$ cat src/rtl/mem_arbiter_pkg.sv
// mem_arbiter_pkg: shared definitions for the memory arbiter slice.
//   - default widths for line address, beat data and memory tag
//   - fixed memory tags that identify the owning cache
//   - FSM state encoding used by mem_arbiter
package mem_arbiter_pkg;

  localparam int ADDR_W_DEF = 28;
  localparam int DATA_W_DEF = 128;
  localparam int TAG_W_DEF  = 4;

  // Memory tags identify which cache owns the single outstanding transaction.
  localparam int TAG_ICACHE = 0;
  localparam int TAG_DCACHE = 1;

  typedef enum logic [1:0] {
    IDLE  = 2'd0,
    CMD   = 2'd1,
    WDATA = 2'd2,
    RESP  = 2'd3
  } arb_state_e;

endpackage

$ cat src/rtl/mem_arbiter_if.sv
// mem_arbiter_if: bundles every handshake/bus signal around the arbiter.
//   icache : ic_req_valid/ready/addr, ic_resp_valid/data
//   dcache : dc_req_valid/ready/rnw/addr/data/mask, dc_resp_valid/data
//   memory : mem_req_valid/ready/rnw/addr/tag,
//            mem_req_data_valid/ready/bits/mask,
//            mem_resp_valid/data/tag
// Modports: slave  = the arbiter's view,
//           master = the surrounding caches + memory.
interface mem_arbiter_if
  import mem_arbiter_pkg::*;
#(
  parameter int ADDR_W = ADDR_W_DEF,
  parameter int DATA_W = DATA_W_DEF,
  parameter int TAG_W  = TAG_W_DEF
);
  localparam int MASK_W = DATA_W / 8;

  logic              ic_req_valid;
  logic              ic_req_ready;
  logic [ADDR_W-1:0] ic_req_addr;
  logic              ic_resp_valid;
  logic [DATA_W-1:0] ic_resp_data;

  logic              dc_req_valid;
  logic              dc_req_ready;
  logic              dc_req_rnw;
  logic [ADDR_W-1:0] dc_req_addr;
  logic [DATA_W-1:0] dc_req_data;
  logic [MASK_W-1:0] dc_req_mask;
  logic              dc_resp_valid;
  logic [DATA_W-1:0] dc_resp_data;

  logic              mem_req_valid;
  logic              mem_req_ready;
  logic              mem_req_rnw;
  logic [ADDR_W-1:0] mem_req_addr;
  logic [TAG_W-1:0]  mem_req_tag;
  logic              mem_req_data_valid;
  logic              mem_req_data_ready;
  logic [DATA_W-1:0] mem_req_data_bits;
  logic [MASK_W-1:0] mem_req_data_mask;
  logic              mem_resp_valid;
  logic [DATA_W-1:0] mem_resp_data;
  logic [TAG_W-1:0]  mem_resp_tag;

  modport slave (
    input  ic_req_valid, ic_req_addr,
    output ic_req_ready, ic_resp_valid, ic_resp_data,
    input  dc_req_valid, dc_req_rnw, dc_req_addr, dc_req_data, dc_req_mask,
    output dc_req_ready, dc_resp_valid, dc_resp_data,
    output mem_req_valid, mem_req_rnw, mem_req_addr, mem_req_tag,
    input  mem_req_ready,
    output mem_req_data_valid, mem_req_data_bits, mem_req_data_mask,
    input  mem_req_data_ready,
    input  mem_resp_valid, mem_resp_data, mem_resp_tag
  );

  modport master (
    output ic_req_valid, ic_req_addr,
    input  ic_req_ready, ic_resp_valid, ic_resp_data,
    output dc_req_valid, dc_req_rnw, dc_req_addr, dc_req_data, dc_req_mask,
    input  dc_req_ready, dc_resp_valid, dc_resp_data,
    input  mem_req_valid, mem_req_rnw, mem_req_addr, mem_req_tag,
    output mem_req_ready,
    input  mem_req_data_valid, mem_req_data_bits, mem_req_data_mask,
    output mem_req_data_ready,
    output mem_resp_valid, mem_resp_data, mem_resp_tag
  );

endinterface

$ cat src/rtl/mem_arbiter_pick.sv
// mem_arbiter_pick: combinational grant selector.
//   ic_valid, dc_valid : pending requests
//   dc_first           : 1 = dcache wins a tie, 0 = icache wins a tie
//   grant_ic, grant_dc : one-hot (or zero) grant
module mem_arbiter_pick (
  input  logic ic_valid,
  input  logic dc_valid,
  input  logic dc_first,
  output logic grant_ic,
  output logic grant_dc
);

  // NOTE: every output of a combinational block gets a default first, so no
  // path leaves it unassigned and no latch is inferred.
  always_comb begin
    grant_ic = 1'b0;
    grant_dc = 1'b0;
    if (dc_valid && (dc_first || !ic_valid)) begin
      grant_dc = 1'b1;
    end else if (ic_valid) begin
      grant_ic = 1'b1;
    end
  end

endmodule

$ cat src/rtl/mem_arbiter.sv
// mem_arbiter: shares one memory port between an icache (reads only) and a
// dcache (reads and masked writes), one transaction outstanding at a time.
//   clk   : single clock, rising edge
//   reset : synchronous, active-high
//   bus   : mem_arbiter_if.slave (cache request/response + memory channels)
// Build option: define MEM_ARBITER_RR_EN for round-robin tie-breaking;
// otherwise the dcache always wins a tie.
module mem_arbiter
  import mem_arbiter_pkg::*;
#(
  parameter int ADDR_W = ADDR_W_DEF,
  parameter int DATA_W = DATA_W_DEF,
  parameter int TAG_W  = TAG_W_DEF
) (
  input logic          clk,
  input logic          reset,
  mem_arbiter_if.slave bus
);

  localparam int MASK_W = DATA_W / 8;
  localparam logic [TAG_W-1:0] TAG_IC = TAG_W'(TAG_ICACHE);
  localparam logic [TAG_W-1:0] TAG_DC = TAG_W'(TAG_DCACHE);

  arb_state_e state, state_nxt;

  logic              grant_ic, grant_dc, dc_first;
  logic              accept, done, resp_hit;
  logic              owner_dc, rnw_q;
  logic [ADDR_W-1:0] addr_q;
  logic [DATA_W-1:0] data_q;
  logic [MASK_W-1:0] mask_q;
  logic [TAG_W-1:0]  tag_q;
  logic              ic_resp_valid_q, dc_resp_valid_q;
  logic [DATA_W-1:0] resp_data_q;

  mem_arbiter_pick u_pick (
    .ic_valid (bus.ic_req_valid),
    .dc_valid (bus.dc_req_valid),
    .dc_first (dc_first),
    .grant_ic (grant_ic),
    .grant_dc (grant_dc)
  );

`ifdef MEM_ARBITER_RR_EN
  // Pointer flips to the other requester whenever a transaction completes.
  logic rr_dc_next;
  always_ff @(posedge clk) begin
    if (reset) begin
      rr_dc_next <= 1'b1;
    end else if (done) begin
      rr_dc_next <= !owner_dc;
    end
  end
  assign dc_first = rr_dc_next;
`else
  assign dc_first = 1'b1;
`endif

  // NOTE: sequential state uses non-blocking assignments so every register
  // samples pre-edge values regardless of block ordering.
  always_ff @(posedge clk) begin
    if (reset) begin
      state <= IDLE;
    end else begin
      state <= state_nxt;
    end
  end

  // Next state and handshake outputs. All valid/ready outputs are forced low
  // while reset is high, even before the first reset edge has landed.
  always_comb begin
    state_nxt              = state;
    accept                 = 1'b0;
    done                   = 1'b0;
    resp_hit               = 1'b0;
    bus.ic_req_ready       = 1'b0;
    bus.dc_req_ready       = 1'b0;
    bus.mem_req_valid      = 1'b0;
    bus.mem_req_data_valid = 1'b0;
    if (!reset) begin
      case (state)
        IDLE: begin
          bus.ic_req_ready = grant_ic;
          bus.dc_req_ready = grant_dc;
          if (grant_ic || grant_dc) begin
            accept    = 1'b1;
            state_nxt = CMD;
          end
        end
        CMD: begin
          bus.mem_req_valid = 1'b1;
          if (bus.mem_req_ready) state_nxt = rnw_q ? RESP : WDATA;
        end
        WDATA: begin
          bus.mem_req_data_valid = 1'b1;
          if (bus.mem_req_data_ready) begin
            done      = 1'b1;
            state_nxt = IDLE;
          end
        end
        RESP: begin
          // Responses carrying any other tag are not ours and are dropped.
          if (bus.mem_resp_valid && bus.mem_resp_tag == tag_q) begin
            resp_hit  = 1'b1;
            done      = 1'b1;
            state_nxt = IDLE;
          end
        end
        default: state_nxt = IDLE;
      endcase
    end
  end

  // Request capture and registered response. The wide address/data registers
  // are cleared on reset because the block's idle state defines them as zero.
  always_ff @(posedge clk) begin
    if (reset) begin
      owner_dc        <= 1'b0;
      rnw_q           <= 1'b0;
      addr_q          <= '0;
      data_q          <= '0;
      mask_q          <= '0;
      tag_q           <= '0;
      ic_resp_valid_q <= 1'b0;
      dc_resp_valid_q <= 1'b0;
      resp_data_q     <= '0;
    end else begin
      ic_resp_valid_q <= 1'b0;
      dc_resp_valid_q <= 1'b0;
      if (accept) begin
        owner_dc <= grant_dc;
        rnw_q    <= grant_dc ? bus.dc_req_rnw : 1'b1;
        addr_q   <= grant_dc ? bus.dc_req_addr : bus.ic_req_addr;
        data_q   <= grant_dc ? bus.dc_req_data : '0;
        mask_q   <= grant_dc ? bus.dc_req_mask : '0;
        tag_q    <= grant_dc ? TAG_DC : TAG_IC;
      end
      if (resp_hit) begin
        ic_resp_valid_q <= !owner_dc;
        dc_resp_valid_q <= owner_dc;
        resp_data_q     <= bus.mem_resp_data;
      end
    end
  end

  assign bus.mem_req_rnw       = rnw_q;
  assign bus.mem_req_addr      = addr_q;
  assign bus.mem_req_tag       = tag_q;
  assign bus.mem_req_data_bits = data_q;
  assign bus.mem_req_data_mask = mask_q;
  assign bus.ic_resp_valid     = ic_resp_valid_q && !reset;
  assign bus.dc_resp_valid     = dc_resp_valid_q && !reset;
  assign bus.ic_resp_data      = resp_data_q;
  assign bus.dc_resp_data      = resp_data_q;

endmodule

$ cat src/flat_wrapper.sv
// flat-port wrapper written by rule: the top's interface ports become plain ports
module mem_arbiter_flat import mem_arbiter_pkg::*;
#(
  parameter int ADDR_W = ADDR_W_DEF,
  parameter int DATA_W = DATA_W_DEF,
  parameter int TAG_W  = TAG_W_DEF
)
  (clk, reset, bus_ic_req_valid, bus_ic_req_addr, bus_ic_req_ready, bus_ic_resp_valid, bus_ic_resp_data, bus_dc_req_valid, bus_dc_req_rnw, bus_dc_req_addr, bus_dc_req_data, bus_dc_req_mask, bus_dc_req_ready, bus_dc_resp_valid, bus_dc_resp_data, bus_mem_req_valid, bus_mem_req_rnw, bus_mem_req_addr, bus_mem_req_tag, bus_mem_req_ready, bus_mem_req_data_valid, bus_mem_req_data_bits, bus_mem_req_data_mask, bus_mem_req_data_ready, bus_mem_resp_valid, bus_mem_resp_data, bus_mem_resp_tag);
  mem_arbiter_if #(.ADDR_W(ADDR_W), .DATA_W(DATA_W), .TAG_W(TAG_W)) bus_i ();
  input logic clk;
  input logic reset;
  input wire logic [$bits(bus_i.ic_req_valid)-1:0] bus_ic_req_valid;
  input wire logic [$bits(bus_i.ic_req_addr)-1:0] bus_ic_req_addr;
  output wire logic [$bits(bus_i.ic_req_ready)-1:0] bus_ic_req_ready;
  output wire logic [$bits(bus_i.ic_resp_valid)-1:0] bus_ic_resp_valid;
  output wire logic [$bits(bus_i.ic_resp_data)-1:0] bus_ic_resp_data;
  input wire logic [$bits(bus_i.dc_req_valid)-1:0] bus_dc_req_valid;
  input wire logic [$bits(bus_i.dc_req_rnw)-1:0] bus_dc_req_rnw;
  input wire logic [$bits(bus_i.dc_req_addr)-1:0] bus_dc_req_addr;
  input wire logic [$bits(bus_i.dc_req_data)-1:0] bus_dc_req_data;
  input wire logic [$bits(bus_i.dc_req_mask)-1:0] bus_dc_req_mask;
  output wire logic [$bits(bus_i.dc_req_ready)-1:0] bus_dc_req_ready;
  output wire logic [$bits(bus_i.dc_resp_valid)-1:0] bus_dc_resp_valid;
  output wire logic [$bits(bus_i.dc_resp_data)-1:0] bus_dc_resp_data;
  output wire logic [$bits(bus_i.mem_req_valid)-1:0] bus_mem_req_valid;
  output wire logic [$bits(bus_i.mem_req_rnw)-1:0] bus_mem_req_rnw;
  output wire logic [$bits(bus_i.mem_req_addr)-1:0] bus_mem_req_addr;
  output wire logic [$bits(bus_i.mem_req_tag)-1:0] bus_mem_req_tag;
  input wire logic [$bits(bus_i.mem_req_ready)-1:0] bus_mem_req_ready;
  output wire logic [$bits(bus_i.mem_req_data_valid)-1:0] bus_mem_req_data_valid;
  output wire logic [$bits(bus_i.mem_req_data_bits)-1:0] bus_mem_req_data_bits;
  output wire logic [$bits(bus_i.mem_req_data_mask)-1:0] bus_mem_req_data_mask;
  input wire logic [$bits(bus_i.mem_req_data_ready)-1:0] bus_mem_req_data_ready;
  input wire logic [$bits(bus_i.mem_resp_valid)-1:0] bus_mem_resp_valid;
  input wire logic [$bits(bus_i.mem_resp_data)-1:0] bus_mem_resp_data;
  input wire logic [$bits(bus_i.mem_resp_tag)-1:0] bus_mem_resp_tag;
  assign bus_i.ic_req_valid = bus_ic_req_valid;
  assign bus_i.ic_req_addr = bus_ic_req_addr;
  assign bus_ic_req_ready = bus_i.ic_req_ready;
  assign bus_ic_resp_valid = bus_i.ic_resp_valid;
  assign bus_ic_resp_data = bus_i.ic_resp_data;
  assign bus_i.dc_req_valid = bus_dc_req_valid;
  assign bus_i.dc_req_rnw = bus_dc_req_rnw;
  assign bus_i.dc_req_addr = bus_dc_req_addr;
  assign bus_i.dc_req_data = bus_dc_req_data;
  assign bus_i.dc_req_mask = bus_dc_req_mask;
  assign bus_dc_req_ready = bus_i.dc_req_ready;
  assign bus_dc_resp_valid = bus_i.dc_resp_valid;
  assign bus_dc_resp_data = bus_i.dc_resp_data;
  assign bus_mem_req_valid = bus_i.mem_req_valid;
  assign bus_mem_req_rnw = bus_i.mem_req_rnw;
  assign bus_mem_req_addr = bus_i.mem_req_addr;
  assign bus_mem_req_tag = bus_i.mem_req_tag;
  assign bus_i.mem_req_ready = bus_mem_req_ready;
  assign bus_mem_req_data_valid = bus_i.mem_req_data_valid;
  assign bus_mem_req_data_bits = bus_i.mem_req_data_bits;
  assign bus_mem_req_data_mask = bus_i.mem_req_data_mask;
  assign bus_i.mem_req_data_ready = bus_mem_req_data_ready;
  assign bus_i.mem_resp_valid = bus_mem_resp_valid;
  assign bus_i.mem_resp_data = bus_mem_resp_data;
  assign bus_i.mem_resp_tag = bus_mem_resp_tag;
  mem_arbiter #(.ADDR_W(ADDR_W), .DATA_W(DATA_W), .TAG_W(TAG_W)) u_core (.clk(clk), .reset(reset), .bus(bus_i));
endmodule
$ cat config.mk
export PLATFORM = sky130hd
export DESIGN_NAME = mem_arbiter_flat
export DESIGN_NICKNAME = d
export VERILOG_FILES = /design/src/rtl/mem_arbiter_pkg.sv /design/src/rtl/mem_arbiter_if.sv /design/src/rtl/mem_arbiter_pick.sv /design/src/rtl/mem_arbiter.sv /design/src/flat_wrapper.sv
export SDC_FILE = /design/constraint.sdc
export NUM_CORES = 1
export LEC_CHECK = 0
export CAP_MARGIN = 10
export CELL_PAD_IN_SITES_DETAIL_PLACEMENT = 0
export CELL_PAD_IN_SITES_GLOBAL_PLACEMENT = 1
export CORE_AREA = 10 10 297 299
export DETAILED_ROUTE_END_ITERATION = 16
export DIE_AREA = 0 0 307 309
export GPL_TIMING_DRIVEN = 1
export PLACE_DENSITY_LB_ADDON = 0.1
export SLEW_MARGIN = 20
export SYNTH_ARGS = -nofsm -noshare
export SYNTH_HDL_FRONTEND = slang
export SYNTH_HIERARCHICAL = 1
export SYNTH_SLANG_ARGS = --single-unit
$ cat constraint.sdc
create_clock -name clk -period 7 [get_ports clk]
set_input_delay 1.4 -clock clk [delete_from_list [all_inputs] [get_ports clk]]
set_output_delay 1.4 -clock clk [all_outputs]
set_load 0.005 [all_outputs]
==> results.json <==
{
  "timing.critical_path.cells": "buf_8 -> nor3_2 -> nand2_1 -> inv_4 -> clkdlybuf4s50_1",
  "worst_path_max_delay_cell": "nor3_2",
  "layout-drive-gt1-share_pct": 10.6,
  "switching_power_total_uw": 1140,
  "min_from": "u_core/bus.mem_req_data_bits[95]$_SDFFE_PP0P_",
  "synthDistinctLibCells": 32,
  "worstSkewPairLatency_ps": 580,
  "ys_seq_elements": 306,
  "timing.final.crit_share_pct": 72.3,
  "seq_power_share_pct": 40.7,
  "ff_latch_area_um2": 6130,
  "drt-wirelength-per-cell_um": 22.6,
  "root_buffer": "clkbuf_16",
  "htree_levels": 2,
  "rows": 105,
  "ys.flop_type": "dfxtp_1",
  "postCtsSetupRepairBufs": 0,
  "run_status": "completed",
  "dr.pass1.iters": 4,
  "avgViaCountPerCell": 3.90,
  "vias": 11900,
  "cts_tree": "built",
  "rsz_0062_raised_after_global_routing": "false",
  "clock_power_share_pct": 46.6,
  "cts.sinks": 306,
  "routed_wl_mm": 68.8,
  "r2r_slack_ps": 3330,
  "ioPinCount": 779,
  "worst_r2r_startpoint": "u_core/state[1]$_SDFFE_PP0P_",
  "cts_hold_buf": 0,
  "combPwrFrac_pct": 12.7,
  "gpl.final_weighted_congestion": 0.736,
  "ctsLongestPathBuffers": 3,
  "cp_data_required_time_ps": 5600,
  "post-route-min-period_ps": 5060,
  "tritoncts.num_buffers": 42,
  "setup-tns-final_ps": 0,
  "synth_seq_area_share_pct": 47.0,
  "area_growth_pct": 69.8,
  "clkTransAtPathRegs_ps": 50,
  "powerDensity_nw_per_um2": 203,
  "detail_route.drc_violations": 0,
  "die_area_um2": 94900,
  "worstPathArrival_ps": 3660,
  "grt_max_degree": 125,
  "finalHoldViolCount": 0,
  "first_pass_grt_wire_length_mm": 95.3,
  "vias_in_the_first_global_route": 12500,
  "placed_cell_area_um2": 20800,
  "internal_power_uw": 3350,
  "final_nets": 2286,
  "start_util_pct": 15.9,
  "die_x_um": 307,
  "num-fill-cells": 8639,
  "timing_worst_slew_pin_value_ps": 1050,
  "synthArstFlopShare_pct": 0,
  "slew-limit-headroom_pct": 30.0,
  "worst_path_largest_cell_delay_ps": 830,
  "timing.hold.worst_path_depth": 2,
  "final_non_filler_cell_area_um2": 22200,
  "hp-class": "register to register",
  "power.share.switching_pct": 25.4,
  "worst_clock_skew_ps": 25.0,
  "antenna_violations_before_repair": 26,
  "worst_setup_sp_type": "input port",
  "multi_input_combinational_cell_area_um2": 5460,
  "floorplan.core_area_um2": 81800,
  "hold_end": "u_core/bus.mem_req_data_bits[95]$_SDFFE_PP0P_",
  "max_freq_mhz": 198,
  "cap_violations": 0,
  "synth-warning-count": 6,
  "worst-setup-path-type": "input port to output port",
  "cp_max_fo": 124,
  "groute.usage.overall_pct": 13.7,
  "drv_slew": 0,
  "reg2reg_depth": 7,
  "portBuffers": 775,
  "synth_enable_flop_cells": 0,
  "power.static_leakage_uw": 0.00809,
  "cell_area_after_synthesis_um2": 13000,
  "postCtsResizedCells": 0,
  "grt_remaining_overflow": 0,
  "final-setup-viol-count": 0,
  "synth_cells": 1354,
  "synth_area_per_cell_um2": 9.63,
  "worstSetupEndpointType": "output port",
  "worst_ir_drop_vdd_mv": 0.132,
  "detailedRoute.firstIterationViolations": 431,
  "finalCoreUtilization_pct": 27.1,
  "rr_endpoint": "u_core/bus.mem_req_data_bits[110]$_SDFFE_PP0P_",
  "die_y_extent_um": 309,
  "post_drt_antenna_nets": 0,
  "place.detailed.hpwl_mm": 51.8
}
power groups by stage:
stage / clock network [uW] / logic [uW] / registers [uW]
global placement: 0 / 586 / 1860
detailed placement: 0 / 584 / 1860
finish: 2100 / 572 / 1830
global route: 2270 / 624 / 1830
floorplan: 0 / 179 / 1860
CTS: 2220 / 587 / 1830
cell families (layout without fill, tap and decap cells):
family / Yosys count / in the layout / synth area share, %
flops: 306 / 306 / 47.0
other cells: 2 / 11 / 0.0576
simple gates: 290 / 290 / 11.1
mux: 156 / 156 / 16.0
buf+inv: 245 / 859 / 11.5
compound gates: 354 / 354 / 14.3
xor+xnor: 1 / 1 / 0.0672
synthesized netlist by cell type, types with 2 or more instances:
master	n	area share, %
mux2_2	30	2.6
a21oi_1	173	6.6
buf_6	11	0.95
clkbuf_1	83	2.4
nor2b_1	130	6.2
a211oi_1	30	1.7
buf_4	132	7.6
buf_2	5	0.19
nor2_1	5	0.14
o21ai_0	145	5.6
mux2i_1	28	2.1
conb_1	2	0.058
inv_1	3	0.086
nand2_1	146	4.2
buf_1	10	0.29
mux2_4	98	11
dfxtp_1	306	47
nor3_1	2	0.077
or4b_1	2	0.15
worst max-delay path, delay by kind of cell:
kind	cells	cell delay (ps)
buffers and inverters	3	1070
and+or+nand+nor	2	1130
stage by stage:
step	setup WS (ps)	hold WS [ps]	cells	total power, uW
2_1_floorplan	3010	436	1357	2040
3_3_place_gp	1870	461	2972	2450
3_5_place_dp	1850	467	2972	2450
4_1_cts	1830	475	3041	4630
5_1_grt	1670	496	3042	4730
6_report	1940	472	3047	4500
layout by cell type, fill, tap and decap left out, types with 2 or more instances in the layout:
cell,count
mux2_2,30
dfxtp_1,306
clkdlybuf4s50_1,774
diode_2,6
conb_1,5
mux2i_1,28
mux2_4,98
nor2b_1,130
nand2_1,146
clkinv_2,3
inv_16,2
buf_4,9
clkbuf_16,42
nor2_1,3
clkbuf_8,9
inv_1,3
clkbuf_1,10
a211oi_1,30
o21ai_0,145
a21oi_1,173
buf_12,2
sequential cells by signal, summed over array words and instances, names as in the netlist:
register                      flops
u_core/bus.mem_req_data_bits    128
u_core/dc_resp_valid_q            1
u_core/bus.mem_req_data_mask     16
u_core/state                      2
u_core/owner_dc                   1
u_core/ic_resp_valid_q            1
u_core/bus.mem_req_addr          28
u_core/bus.dc_resp_data         128
u_core/bus.mem_req_rnw            1
how the worst max path moves through the flow:
| stage | depth (start not counted) | slack, ps | end | startpoint |
|---|---|---|---|---|
| floorplan | 5 | 3010 | bus_mem_req_data_valid | reset |
| global placement | 5 | 1870 | bus_dc_req_ready | reset |
| detailed placement | 5 | 1850 | bus_dc_req_ready | reset |
| CTS | 5 | 1830 | bus_dc_req_ready | reset |
| global route | 5 | 1670 | bus_dc_req_ready | reset |
| finish | 5 | 1940 | bus_dc_req_ready | reset |
final cells by class:
cell class                      instances  share of cell area [%]
Tap cell                             1070                    6.04
Multi-Input combinational cell        806                    24.7
Antenna cell                            6                  0.0678
Inverter                                4                  0.0791
Sequential cell                       306                    27.7
Timing Repair Buffer                  786                    35.5
Clock inverter                          8                   0.497
Clock buffer                           61                    5.47
routing by layer:
layer / global-route usage [%] / routed length [um]
met5: 0 / 266
met4: 3.86 / 1660
met3: 7.63 / 8240
met2: 24.4 / 34700
met1: 13.4 / 23900
(Power assumes the default switching activity.)
==> patch, RTL diff (same settings) <==
Change the package constant `ADDR_W_DEF` from 28 to 36.
--- a/src/rtl/mem_arbiter_pkg.sv
+++ b/src/rtl/mem_arbiter_pkg.sv
@@ -4,7 +4,7 @@
 //   - FSM state encoding used by mem_arbiter
 package mem_arbiter_pkg;
 
-  localparam int ADDR_W_DEF = 28;
+  localparam int ADDR_W_DEF = 36;
   localparam int DATA_W_DEF = 128;
   localparam int TAG_W_DEF  = 4;
 
Ports: changed (resized bus_dc_req_addr, bus_ic_req_addr and bus_mem_req_addr); port bits go from 779 to 803. No check against the original RTL was run, so the function may have changed too.
==> patch against the original RTL <==
  * Routed wire length grew 7.5%
  * Sequential cell count grew 8
  * Final area grew 3.3%
  * Fmax grew 2.0%
  * Critical path type unchanged
  * Cell count grew 2.1%
  * Sequential share of layout area shrank 0.17 points
  * Register-to-register slack gained 0.59 ns
  * Worst setup slack gained 0.097 ns
  * Area after synthesis grew 2.7%
  * Power grew 6.3%
==> patch: results (changes against the original RTL) <==
** Status
- Run status: finished clean (unchanged).

** Critical path
- The largest fanout on the critical path is 39 (was 124).
- Master of the slowest instance on the critical path :: sky130_fd_sc_hd__clkdlybuf4s50_1 (was sky130_fd_sc_hd__nor3_2)
- Worst reg2reg path endpoint :: u_core/bus.mem_req_data_bits[106]$_SDFFE_PP0P_ (was u_core/bus.mem_req_data_bits[110]$_SDFFE_PP0P_)
- The family with the most delay on the worst path is buffers and inverters (was simple AND/OR/NAND/NOR gates).
- The worst setup slack for register-to-register paths is 3.92 ns (was 3.33 ns).
- Data arrival time of the critical path :: 3.56 ns (was 3.66 ns)

** Power and ir drop
- The leakage power total was 8.36 nW (was 8.09 nW).
- Peak VDD IR :: 0.148 mV (was 0.132 mV)

** Layout
- The number of nets in the final layout was 2358 (was 2286).
- The number of fill cells in the layout was 8617 (was 8639).

** Placement
- The estimated wirelength of the detail-placed design came to 56200 um (was 51800 um).
- The cell area after placement is 21400 um2 (was 20800 um2).
- The number of I/O port buffers came to 799 (was 775).
- Gpl congestion :: 0.734 (was 0.736)

** Global routing
- The global routing usage on met2 was 0.263 (was 0.244).
- Wire length of the first global-routing pass :: 101000 um (was 95300 um)
- Via count of the first global-routing pass :: 12600 (was 12500)
- Number of antenna violations at the first check in global routing :: 23 (was 26)
- Overall global routing resource usage :: 0.146 (was 0.137)
- The maximum number of pins on one net before global-route repair is 145 (was 125).

** Min path
- Hold Crit Endpoint :: u_core/bus.mem_req_data_bits[98]$_SDFFE_PP0P_ (was u_core/bus.mem_req_data_bits[95]$_SDFFE_PP0P_)
- Start point of the worst min-delay path :: u_core/bus.mem_req_data_bits[98]$_SDFFE_PP0P_ (was u_core/bus.mem_req_data_bits[95]$_SDFFE_PP0P_)

** Synth
- The sequential share of the synthesized area was 0.469 (was 0.470).
- Most frequent cells after synthesis :: sky130_fd_sc_hd__dfxtp_1 (314), sky130_fd_sc_hd__a21oi_1 (181), sky130_fd_sc_hd__nand2_1 (146) (was sky130_fd_sc_hd__dfxtp_1 (306), sky130_fd_sc_hd__a21oi_1 (173), sky130_fd_sc_hd__nand2_1 (146))
- The synthesized area per cell came to 9.64 um2 (was 9.63 um2).

** Detailed routing
- Final WL :: 73900 um (was 68800 um)
- The number of vias per cell after detailed routing was 3.92 (was 3.90).
- Number of design-rule violations left by the first detailed-router iteration :: 502 (was 431)

** Timing
- Post-route clock skew :: 0.0138 ns (was 0.0250 ns)
- Worst slew slack as a fraction of its limit :: 0.307 (was 0.300)
- Hold Slack :: 0.472 ns (about the same)

** CTS
- Worst skew pair latency :: 0.55 ns (was 0.58 ns)
- Total CTS buffers :: 43 (was 42)
## patch: worst max-delay path by stage
stage,startpoint,endpoint,cells past startpoint
2_1_floorplan,reset,bus_mem_req_data_valid,5
3_3_place_gp,bus_dc_req_valid,bus_dc_req_ready,6
3_5_place_dp,bus_dc_req_valid,u_core/bus.mem_req_data_bits[36]$_SDFFE_PP0P_,9
4_1_cts,bus_dc_req_valid,bus_dc_req_ready,6
5_1_grt,bus_dc_req_valid,bus_dc_req_ready,6
6_report,bus_dc_req_valid,bus_dc_req_ready,6
## patch: area by class of cell
cell class	instances	area, um2	share of cell area
Timing Repair Buffer	809	8110	0.354
Sequential cell	314	6290	0.275
Multi-Input combinational cell	830	5650	0.247
Tap cell	1070	1340	0.0585
Clock buffer	61	1270	0.0557
Clock inverter	13	175	0.00766
Antenna cell	11	27.5	0.00120
Inverter	4	17.5	0.000766
## patch: routing by layer
metal / part of all wire / vias to the layer above / wire [um]
li1: - / 5818 / -
met3: 0.12 / 84 / 8740
met5: 0.0026 / - / 191
met2: 0.51 / 471 / 38000
met1: 0.35 / 5785 / 25900
met4: 0.014 / 28 / 1040
## patch: worst reg2reg max path, delay by kind of cell (launching register included)
family	cells	cell delay (ns)
flops	1	0.43
buf+inv	3	1.58
simple gates	3	0.83
compound gates	1	0.18
## patch: stage by stage
step,total power [mW],worst slack (ns)
3_5_place_dp,2.55,1.96
6_report,4.78,2.04
4_1_cts,4.89,1.97
2_1_floorplan,2.11,3.02
3_3_place_gp,2.55,2.01
5_1_grt,5.00,1.86
## patch: power breakdown
group	internal, mW	leakage (nW)	total (mW)	switching, mW
logic	0.337	5.10	0.614	0.277
registers	1.85	2.54	1.88	0.0337
clock network	1.41	0.718	2.28	0.877
total	3.59	8.36	4.78	1.19
## patch: cell families (layout without fill, tap and decap cells)
| group | count (synthesis) | after routing | share of synthesized area |
|---|---|---|---|
| flops | 314 | 314 | 0.469 |
| xor+xnor | 1 | 1 | 0.000654 |
| mux | 164 | 164 | 0.162 |
| other cells | 2 | 16 | 0.000560 |
| simple gates | 290 | 290 | 0.108 |
| buf+inv | 249 | 887 | 0.113 |
| compound gates | 370 | 370 | 0.147 |
